===== src/rtl/debounce_scan_scheduler.sv =====
// debounce_scan_scheduler
//   Debounce controller for all board push-buttons on one shared timebase.
//   A free-running tick counter starts a round-robin scan; each scan visits
//   every switch for one clock and runs that switch's stability counter.
//   Debounced levels are output directly, and press/release edges are queued
//   in a first-word-fall-through event FIFO with a valid/ready handshake.
//
// Optional build macro: DEBOUNCE_LONG_PRESS_EN
//   Adds a per-switch hold counter. A type-10 (long press) event is queued
//   once after c_LONG_TICKS scan slots with the debounced level held at 1.
//
// Ports
//   i_Clk             system clock
//   i_Rst_L           synchronous active-low reset
//   i_Switch          raw asynchronous switch levels (1 = pressed)
//   o_Switch          debounced switch levels
//   o_Event_Valid     event queue non-empty
//   i_Event_Ready     consumer accepts the head event
//   o_Event_Id        switch index of the head event
//   o_Event_Type      00 release, 01 press, 10 long press
//   o_Overflow        sticky flag: an event was dropped on a full queue
//   i_Clear_Overflow  clears o_Overflow (a same-cycle drop wins)

module debounce_scan_scheduler #(
    parameter int NUM_SWITCHES   = 4,
    parameter int c_TICK_LIMIT   = 25000,
    parameter int c_STABLE_TICKS = 10,
    parameter int c_FIFO_DEPTH   = 4,
    parameter int c_LONG_TICKS   = 1000,
    localparam int ID_W          = (NUM_SWITCHES > 1) ? $clog2(NUM_SWITCHES) : 1
) (
    input  logic                    i_Clk,
    input  logic                    i_Rst_L,
    input  logic [NUM_SWITCHES-1:0] i_Switch,
    output logic [NUM_SWITCHES-1:0] o_Switch,
    output logic                    o_Event_Valid,
    input  logic                    i_Event_Ready,
    output logic [ID_W-1:0]         o_Event_Id,
    output logic [1:0]              o_Event_Type,
    output logic                    o_Overflow,
    input  logic                    i_Clear_Overflow
);

    localparam int TICK_W = (c_TICK_LIMIT > 1) ? $clog2(c_TICK_LIMIT) : 1;
    localparam int CNT_W  = $clog2(c_STABLE_TICKS + 1);
    localparam int PTR_W  = $clog2(c_FIFO_DEPTH);

    typedef enum logic {
        S_WAIT,
        S_SCAN
    } state_t;

    logic [NUM_SWITCHES-1:0] sync1;
    logic [NUM_SWITCHES-1:0] sync2;
    logic [TICK_W-1:0]       tick_cnt;
    logic                    tick;
    state_t                  state;
    logic [ID_W-1:0]         scan_idx;
    logic [CNT_W-1:0]        stab_cnt [NUM_SWITCHES];

    logic                    sample;
    logic                    cur_level;
    logic                    toggle;
    logic                    push_req;
    logic [1:0]              push_type;

    logic [ID_W+1:0]         fifo_mem [c_FIFO_DEPTH];
    logic [PTR_W:0]          wr_ptr;
    logic [PTR_W:0]          rd_ptr;
    logic                    fifo_empty;
    logic                    fifo_full;
    logic                    do_pop;
    logic                    do_push;
    logic                    do_drop;

`ifdef DEBOUNCE_LONG_PRESS_EN
    localparam int HOLD_W = $clog2(c_LONG_TICKS + 1);
    logic [HOLD_W-1:0]       hold_cnt [NUM_SWITCHES];
    logic                    long_hit;
`else
    // c_LONG_TICKS has no effect in this build.
    logic                    unused_long_ticks;
    assign unused_long_ticks = (c_LONG_TICKS != 0);
`endif

    assign tick = (tick_cnt == TICK_W'(c_TICK_LIMIT - 1));

    // Slot evaluation for the switch currently addressed by the scan.
    always_comb begin
        sample    = sync2[scan_idx];
        cur_level = o_Switch[scan_idx];
        toggle    = (state == S_SCAN) && (sample != cur_level) &&
                    (stab_cnt[scan_idx] == CNT_W'(c_STABLE_TICKS - 1));
        push_req  = toggle;
        push_type = {1'b0, sample};
`ifdef DEBOUNCE_LONG_PRESS_EN
        long_hit  = (state == S_SCAN) && cur_level &&
                    (hold_cnt[scan_idx] == HOLD_W'(c_LONG_TICKS - 1));
        // A toggle on the same slot takes the push; the long event is lost.
        if (long_hit && !toggle) begin
            push_req  = 1'b1;
            push_type = 2'b10;
        end
`endif
    end

    // FIFO flags and handshake; a full-queue push succeeds if a pop frees a slot.
    always_comb begin
        fifo_empty    = (wr_ptr == rd_ptr);
        fifo_full     = (wr_ptr[PTR_W] != rd_ptr[PTR_W]) &&
                        (wr_ptr[PTR_W-1:0] == rd_ptr[PTR_W-1:0]);
        do_pop        = !fifo_empty && i_Event_Ready;
        do_push       = push_req && (!fifo_full || do_pop);
        do_drop       = push_req && fifo_full && !do_pop;
        o_Event_Valid = !fifo_empty;
        {o_Event_Id, o_Event_Type} = fifo_mem[rd_ptr[PTR_W-1:0]];
    end

    always_ff @(posedge i_Clk) begin
        if (!i_Rst_L) begin
            sync1      <= '0;
            sync2      <= '0;
            tick_cnt   <= '0;
            state      <= S_WAIT;
            scan_idx   <= '0;
            o_Switch   <= '0;
            o_Overflow <= 1'b0;
            wr_ptr     <= '0;
            rd_ptr     <= '0;
            for (int unsigned i = 0; i < NUM_SWITCHES; i++) begin
                stab_cnt[i] <= '0;
`ifdef DEBOUNCE_LONG_PRESS_EN
                hold_cnt[i] <= '0;
`endif
            end
            for (int unsigned j = 0; j < c_FIFO_DEPTH; j++) begin
                fifo_mem[j] <= '0;
            end
        end else begin
            sync1    <= i_Switch;
            sync2    <= sync1;
            tick_cnt <= tick ? '0 : tick_cnt + 1'b1;

            case (state)
                S_WAIT: begin
                    if (tick) begin
                        state    <= S_SCAN;
                        scan_idx <= '0;
                    end
                end
                S_SCAN: begin
                    if (sample == cur_level) begin
                        stab_cnt[scan_idx] <= '0;
                    end else if (toggle) begin
                        o_Switch[scan_idx] <= sample;
                        stab_cnt[scan_idx] <= '0;
                    end else begin
                        stab_cnt[scan_idx] <= stab_cnt[scan_idx] + 1'b1;
                    end
`ifdef DEBOUNCE_LONG_PRESS_EN
                    // Hold count saturates at c_LONG_TICKS, so the long event fires once.
                    if (toggle && cur_level) begin
                        hold_cnt[scan_idx] <= '0;
                    end else if (cur_level &&
                                 hold_cnt[scan_idx] < HOLD_W'(c_LONG_TICKS)) begin
                        hold_cnt[scan_idx] <= hold_cnt[scan_idx] + 1'b1;
                    end
`endif
                    if (scan_idx == ID_W'(NUM_SWITCHES - 1)) begin
                        state <= S_WAIT;
                    end else begin
                        scan_idx <= scan_idx + 1'b1;
                    end
                end
                default: state <= S_WAIT;
            endcase

            if (do_push) begin
                fifo_mem[wr_ptr[PTR_W-1:0]] <= {scan_idx, push_type};
                wr_ptr <= wr_ptr + 1'b1;
            end
            if (do_pop) begin
                rd_ptr <= rd_ptr + 1'b1;
            end

            if (do_drop) begin
                o_Overflow <= 1'b1;
            end else if (i_Clear_Overflow) begin
                o_Overflow <= 1'b0;
            end
        end
    end

endmodule


===== config.mk =====
export PLATFORM = sky130hd
export DESIGN_NAME = debounce_scan_scheduler
export DESIGN_NICKNAME = d
export VERILOG_FILES = /design/src/rtl/debounce_scan_scheduler.sv
export SDC_FILE = /design/constraint.sdc
export NUM_CORES = 1
export LEC_CHECK = 0
export BUFFER_PORTS_ARGS = -buffer_cell sky130_fd_sc_hd__buf_2
export CAP_MARGIN = 0
export CORE_UTILIZATION = 40
export DETAILED_ROUTE_END_ITERATION = 8
export PLACE_DENSITY = 0.61
export SYNTH_ARGS = -nofsm -noshare
export SYNTH_HDL_FRONTEND = slang
export SYNTH_SLANG_ARGS = --single-unit

===== constraint.sdc =====
create_clock -name i_Clk -period 2.2 [get_ports i_Clk]
set_input_delay 0.44 -clock i_Clk [delete_from_list [all_inputs] [get_ports i_Clk]]
set_output_delay 0.44 -clock i_Clk [all_outputs]
set_load 0.05 [all_outputs]

---- After elaboration in Yosys (flattened, before gate mapping) ----
Memories as Yosys holds them, arrays and structs flattened. A register that Yosys moved wholly into a read port is not among the register bits.
Cells that the tools add are included.
W data, S select, Z words.
cells by class
  $lt $le $gt $ge ......................... 2
  eq/ne operators ......................... 10
  reduce and logical (&&, ||, !) cells .... 18
  multiplexer cells ....................... 45
  bitwise gates (word level) .............. 5
  add/sub/neg operators ................... 5
operators with widths
  kind                     number
  $mux W1                  27
  $mux W2                  8
  $add A15 B1 Y15 const B  1
  $eq A15 B15 Y1 const B   1
  $mux W4                  3
  $logic_and A1 B1 Y1      8
  $add A3 B1 Y3 const B    2
  $add A4 B1 Y4 const B    1
  $bmux W1 S2              2
  $bwmux W4                1
  $eq A4 B4 Y1 const B     1
  $ne A2 B2 Y1 const B     2
  $pmux W2 S2              1
  $reduce_or A4 Y1         1
  $eq A3 B3 Y1             1
  $logic_not A1 Y1         3
  $lt A2 B3 Y1 const B     1
  $mux W3                  1
  $not A1 Y1               3
  $reduce_and A3 Y1        1
  $reduce_or A3 Y1         1
  $add A2 B1 Y2 const B    1
  $demux W1 S2             1
  $eq A2 B2 Y1             1
  10 further kinds         12
storage, ports and cells
  register bits ........................... 37
  memory bits (writable) .................. 28
  output and inout port bits .............. 10
  logic and storage cells ................. 96
  memories kept ........................... 2
memory list
  memory    words  width  rd ports  clocked after Yosys merged registers in  write ports  RTL line  text
  stab_cnt  4      4      1         1                                        4            59        logic [CNT_W-1:0] stab_cnt [NUM_SWITCHES];
  fifo_mem  4      3      1         1                                        4            67        logic [ID_W+1:0] fifo_mem [c_FIFO_DEPTH];

---- Logic depth before layout (Yosys ltp) ----
  depth after elaboration ................. 14
  mapped depth ............................ 8
  gate-level depth less buffers ........... 6

---- Worst setup path before layout ----
OpenSTA, ideal clock, no wires.
  path kind ............................... reg2reg
  start point ............................. reg (tool-made name)
  end point ............................... mem fifo_mem[3][0] (netlist name), enable pin
  path slack .............................. -0.228 ns
  stages on the path, launching flop included .. 9
  buffers on the path ..................... 2
  setup time .............................. 0.344 ns
  data required time ...................... 1.856 ns
  data arrival time ....................... 2.084 ns
  clock period less this slack ............ 2.428 ns
  path through ............................ dfxtp_1 -> mux4_1 -> inv_1 -> ha_1 -> and4b_1 -> buf_6 -> nand3_4 -> buf_6 -> o21ai_0
RTL lines
  what              RTL line
  end: declaration  67

==> results.txt <==
----------------------------------------------------
[Placement]
  Placed standard-cell area ... 3370 um2
  Worst slack at placement ... -0.0205 ns
  Placer Congestion ... 0.780
  Number of input and output port buffers inserted ... 16
  Total half-perimeter wirelength after legalization and detailed placement ... 4070 um

[Power]
  Power density relative to cell area ... 667 nW/um2
  Static leakage power ... 1.35 nW
  Power after layout ... 2.41 mW
  Worst ir drop on vdd ... 0.379 mV

[Final layout]
  Register area ... 1670 um2
  Area of all placed cells without fillers ... 3620 um2
  Area taken by multi-input logic gates ... 1450 um2
  Most common library cell in the layout ignoring fill and taps ... dfxtp_1
  Area overhead of the layout relative to synthesis ... 14.8%
  Post-layout nets ... 326
  # fillers ... 686
  N_diodes ... 0
  Fraction of layout instances using a drive strength above 1 ... 0.220
  Commonest non-fill, non-tap cells in the layout ... dfxtp_1, edfxtp_1, nor2_1

[Critical path]
  Element type at the critical path start ... flop
  Flop-to-flop setup slack ... 0.03 ns
  Endpoint kind of the worst setup timing path ... flop
  Critical path class ... reg2reg
  Worst R2R End ... fifo_mem[0][2]
  Data arrival time of the critical path ... 2.32 ns
  Peak fanout along the critical path ... 5
  Worst endpoint required time ... 2.34 ns
  FF-to-FF path depth ... 6

[Timing]
  Post-Route Skew ... 0.0108 ns
  Final slew viol count ... 0
  Worst rel slew slack ... 0.547
  Crit path time final ... 2.17 ns
  Final clock period utilization by the worst path ... 0.988
  Min setup slack post-route ... 0.0265 ns
  Final number of hold-violating endpoints ... 0
  Setup-failing EPs final ... 0
  Slew of the pin with the lowest slew margin ... 0.673 ns
  Highest achievable clock rate ... 0.460 GHz

[Outcome]
  Run status ... complete, no violations

[CTS]
  Root buffer cell ... clkbuf_8
  H-tree depth ... 3
  Largest buffer count on any clock path ... 2
  Total clock sinks ... 69
  CTS Buf Count ... 9
  Clock tree from TritonCTS ... yes
  Clk pin slew, worst setup/hold paths ... 0.08 ns
  Latest clock arrival within the worst-skew pair ... 0.35 ns

[Worst hold path]
  Destination of the worst hold path ... sync1[2]
  Hold Startpoint ... i_Switch[2]
  Path type of the worst min-delay path ... in2reg
  Number of stages on the worst hold path ... 2

[Route]
  Antenna-violating nets left ... 0
  First DRT Iteration DRCs ... 94
  Number of remaining DRC errors ... 0
  Total length of routed wires ... 5800 um
  Total via count in the routed design ... 2137
  Wirelength per Cell ... 14.0 um
  DR pass1 iterations ... 4
  Drt via density ... 5.17

[Synth]
  Mapped Nets ... 299
  Dominant cells by area after synthesis ... edfxtp_1, dfxtp_1, mux4_2, xor2_1, ha_1
  Number of enable flip-flop cells after synthesis ... 28
  Share of the synthesized area in compound gates (AO/OA/AOI/OAI) ... 0.0425
  Synth unique cells ... 43
  Combinational family with the most area after synthesis ... simple AND/OR/NAND/NOR gates
  Synth Area in Adders ... 0.0357
  Count of synthesis-stage warnings from yosys ... 0
  Fraction of post-synthesis cell area in the top cell type by area ... 0.267
  Post-synth top flop ... dfxtp_1
  Sequential element share of the synthesized area ... 0.527
  Share of async-settable or async-resettable flops after synthesis ... 0
  Flip-flop and latch count after synthesis ... 69
  Post-Syn Instances ... 282
  Syn Area/Cell ... 11.2 um2
  Multiplexer fraction of the synthesized cell area ... 0.0902
  Cell area after synthesis ... 3150 um2
  Xor and xnor area share after synthesis ... 0.0639
  Simple-gate share of the synthesized area ... 0.207
  Library cell with the largest summed area after synthesis ... edfxtp_1

[Global route]
  Global-route usage over all layers ... 0.152
  Final global-route overflow total ... 0
  Wire length of the first global-routing pass ... 9810 um
  Initial antenna violation count ... 0
  Vias in the first global route ... 2053
  Maximum number of pins on one net before global-route repair ... 21

[Floorplan]
  Cell row count ... 31
  Die outline area ... 8240 um2
  Die boundary width ... 90.8 um
  Placeable Area ... 7450 um2
  Initial cell density of the core ... 0.423
  Boundary Pins ... 18
  Vertical extent of the die ... 90.8 um

[Flow run]
  Max-cap violations ... 0

----------------------------------------------------
-- routing by layer --
layer  vias up  global-route usage  wire length, um
met4         0              0.0874               96
li1       1068                   -                -
met3         8              0.0278              190
met2        34               0.225             2620
met1      1027               0.208             2890
met5         -                   0                0
-- flip-flops by register name, indices dropped and copies added, names as in the netlist, named ones only --
| register | cells |
|---|---|
| sync2 | 4 |
| fifo_mem | 12 |
| rd_ptr | 3 |
| scan_idx | 2 |
| sync1 | 4 |
| state | 1 |
| o_Overflow | 1 |
| wr_ptr | 3 |
| o_Switch | 4 |
| tick_cnt | 15 |
| stab_cnt | 16 |
-- worst max-delay path, cell delays in order, from the launching register on --
cell     delay, ns
dfxtp_4       0.36
buf_4         0.12
mux4_2        0.54
and4b_2       0.37
nand3_4       0.13
buf_4         0.18
nor4_1        0.28
-- worst max-delay path by stage --
stage / endpoint / slack (ns) / cells past startpoint
3_5_place_dp: fifo_mem[0][0] / -0.02 / 6
2_1_floorplan: fifo_mem[3][0] / 0.04 / 8
4_1_cts: fifo_mem[0][2] / -0.02 / 6
6_report: fifo_mem[0][2] / 0.03 / 6
3_3_place_gp: fifo_mem[0][2] / 0.04 / 6
5_1_grt: fifo_mem[0][2] / -0.05 / 6
-- synth_stat cells (3+ instances only) --
library cell / n
and2_1: 13
xor2_1: 15
mux2i_1: 7
nor4_1: 4
nand3_1: 13
nand4_1: 7
edfxtp_1: 28
mux4_2: 6
clkbuf_1: 10
xnor2_1: 8
nand2b_1: 6
inv_1: 6
o21ai_0: 7
and3_1: 3
mux4_1: 3
nand2_1: 19
nor3_1: 17
dfxtp_1: 41
o31ai_1: 3
nor2_1: 27
ha_1: 9
-- repair_timing --
item	4_1_cts	5_1_grt
gates cloned	0	1
hold buffers	0	0
pin swaps	0	1
setup endpoints to repair	7	18
setup buffers	0	2
resized for setup	0	11
-- layout make-up --
| cell class | instances | share of cell area |
|---|---|---|
| multi-input combinational | 193 | 0.400 |
| clock inverter | 5 | 0.00934 |
| clock buffer | 11 | 0.0391 |
| tap | 99 | 0.0342 |
| timing repair buffer | 30 | 0.0512 |
| sequential | 69 | 0.460 |
| inverter | 6 | 0.00623 |
-- where the power goes --
| part | leakage [nW] | switching (mW) | internal (mW) | total [mW] |
|---|---|---|---|---|
| registers | 0.599 | 0.0153 | 1.36 | 1.38 |
| logic | 0.661 | 0.0661 | 0.0425 | 0.109 |
| clock network | 0.0902 | 0.484 | 0.441 | 0.925 |
| total | 1.35 | 0.565 | 1.85 | 2.41 |
-- stage by stage --
step           setup TNS (ns)  hold slack [ns]  instances  utilization
6_report                    0            0.297        413        0.486
5_1_grt               -0.0729            0.289        413        0.486
4_1_cts                -0.111            0.279        410        0.476
3_5_place_dp          -0.0661            0.422        394        0.452
3_3_place_gp                0            0.414        394        0.452
2_1_floorplan               0            0.412        282            -
-- cell families (layout without fill, tap and decap cells) --
group,count (synthesis),count (layout)
AOI/OAI and AO/OA,20,20
xor gates and xnor gates,23,23
adders and majority gates,9,9
buffers and inverters,21,52
DFF,69,69
muxes,16,16
other,1,1
and+or+nand+nor,123,124
(Power assumes the default switching activity.)
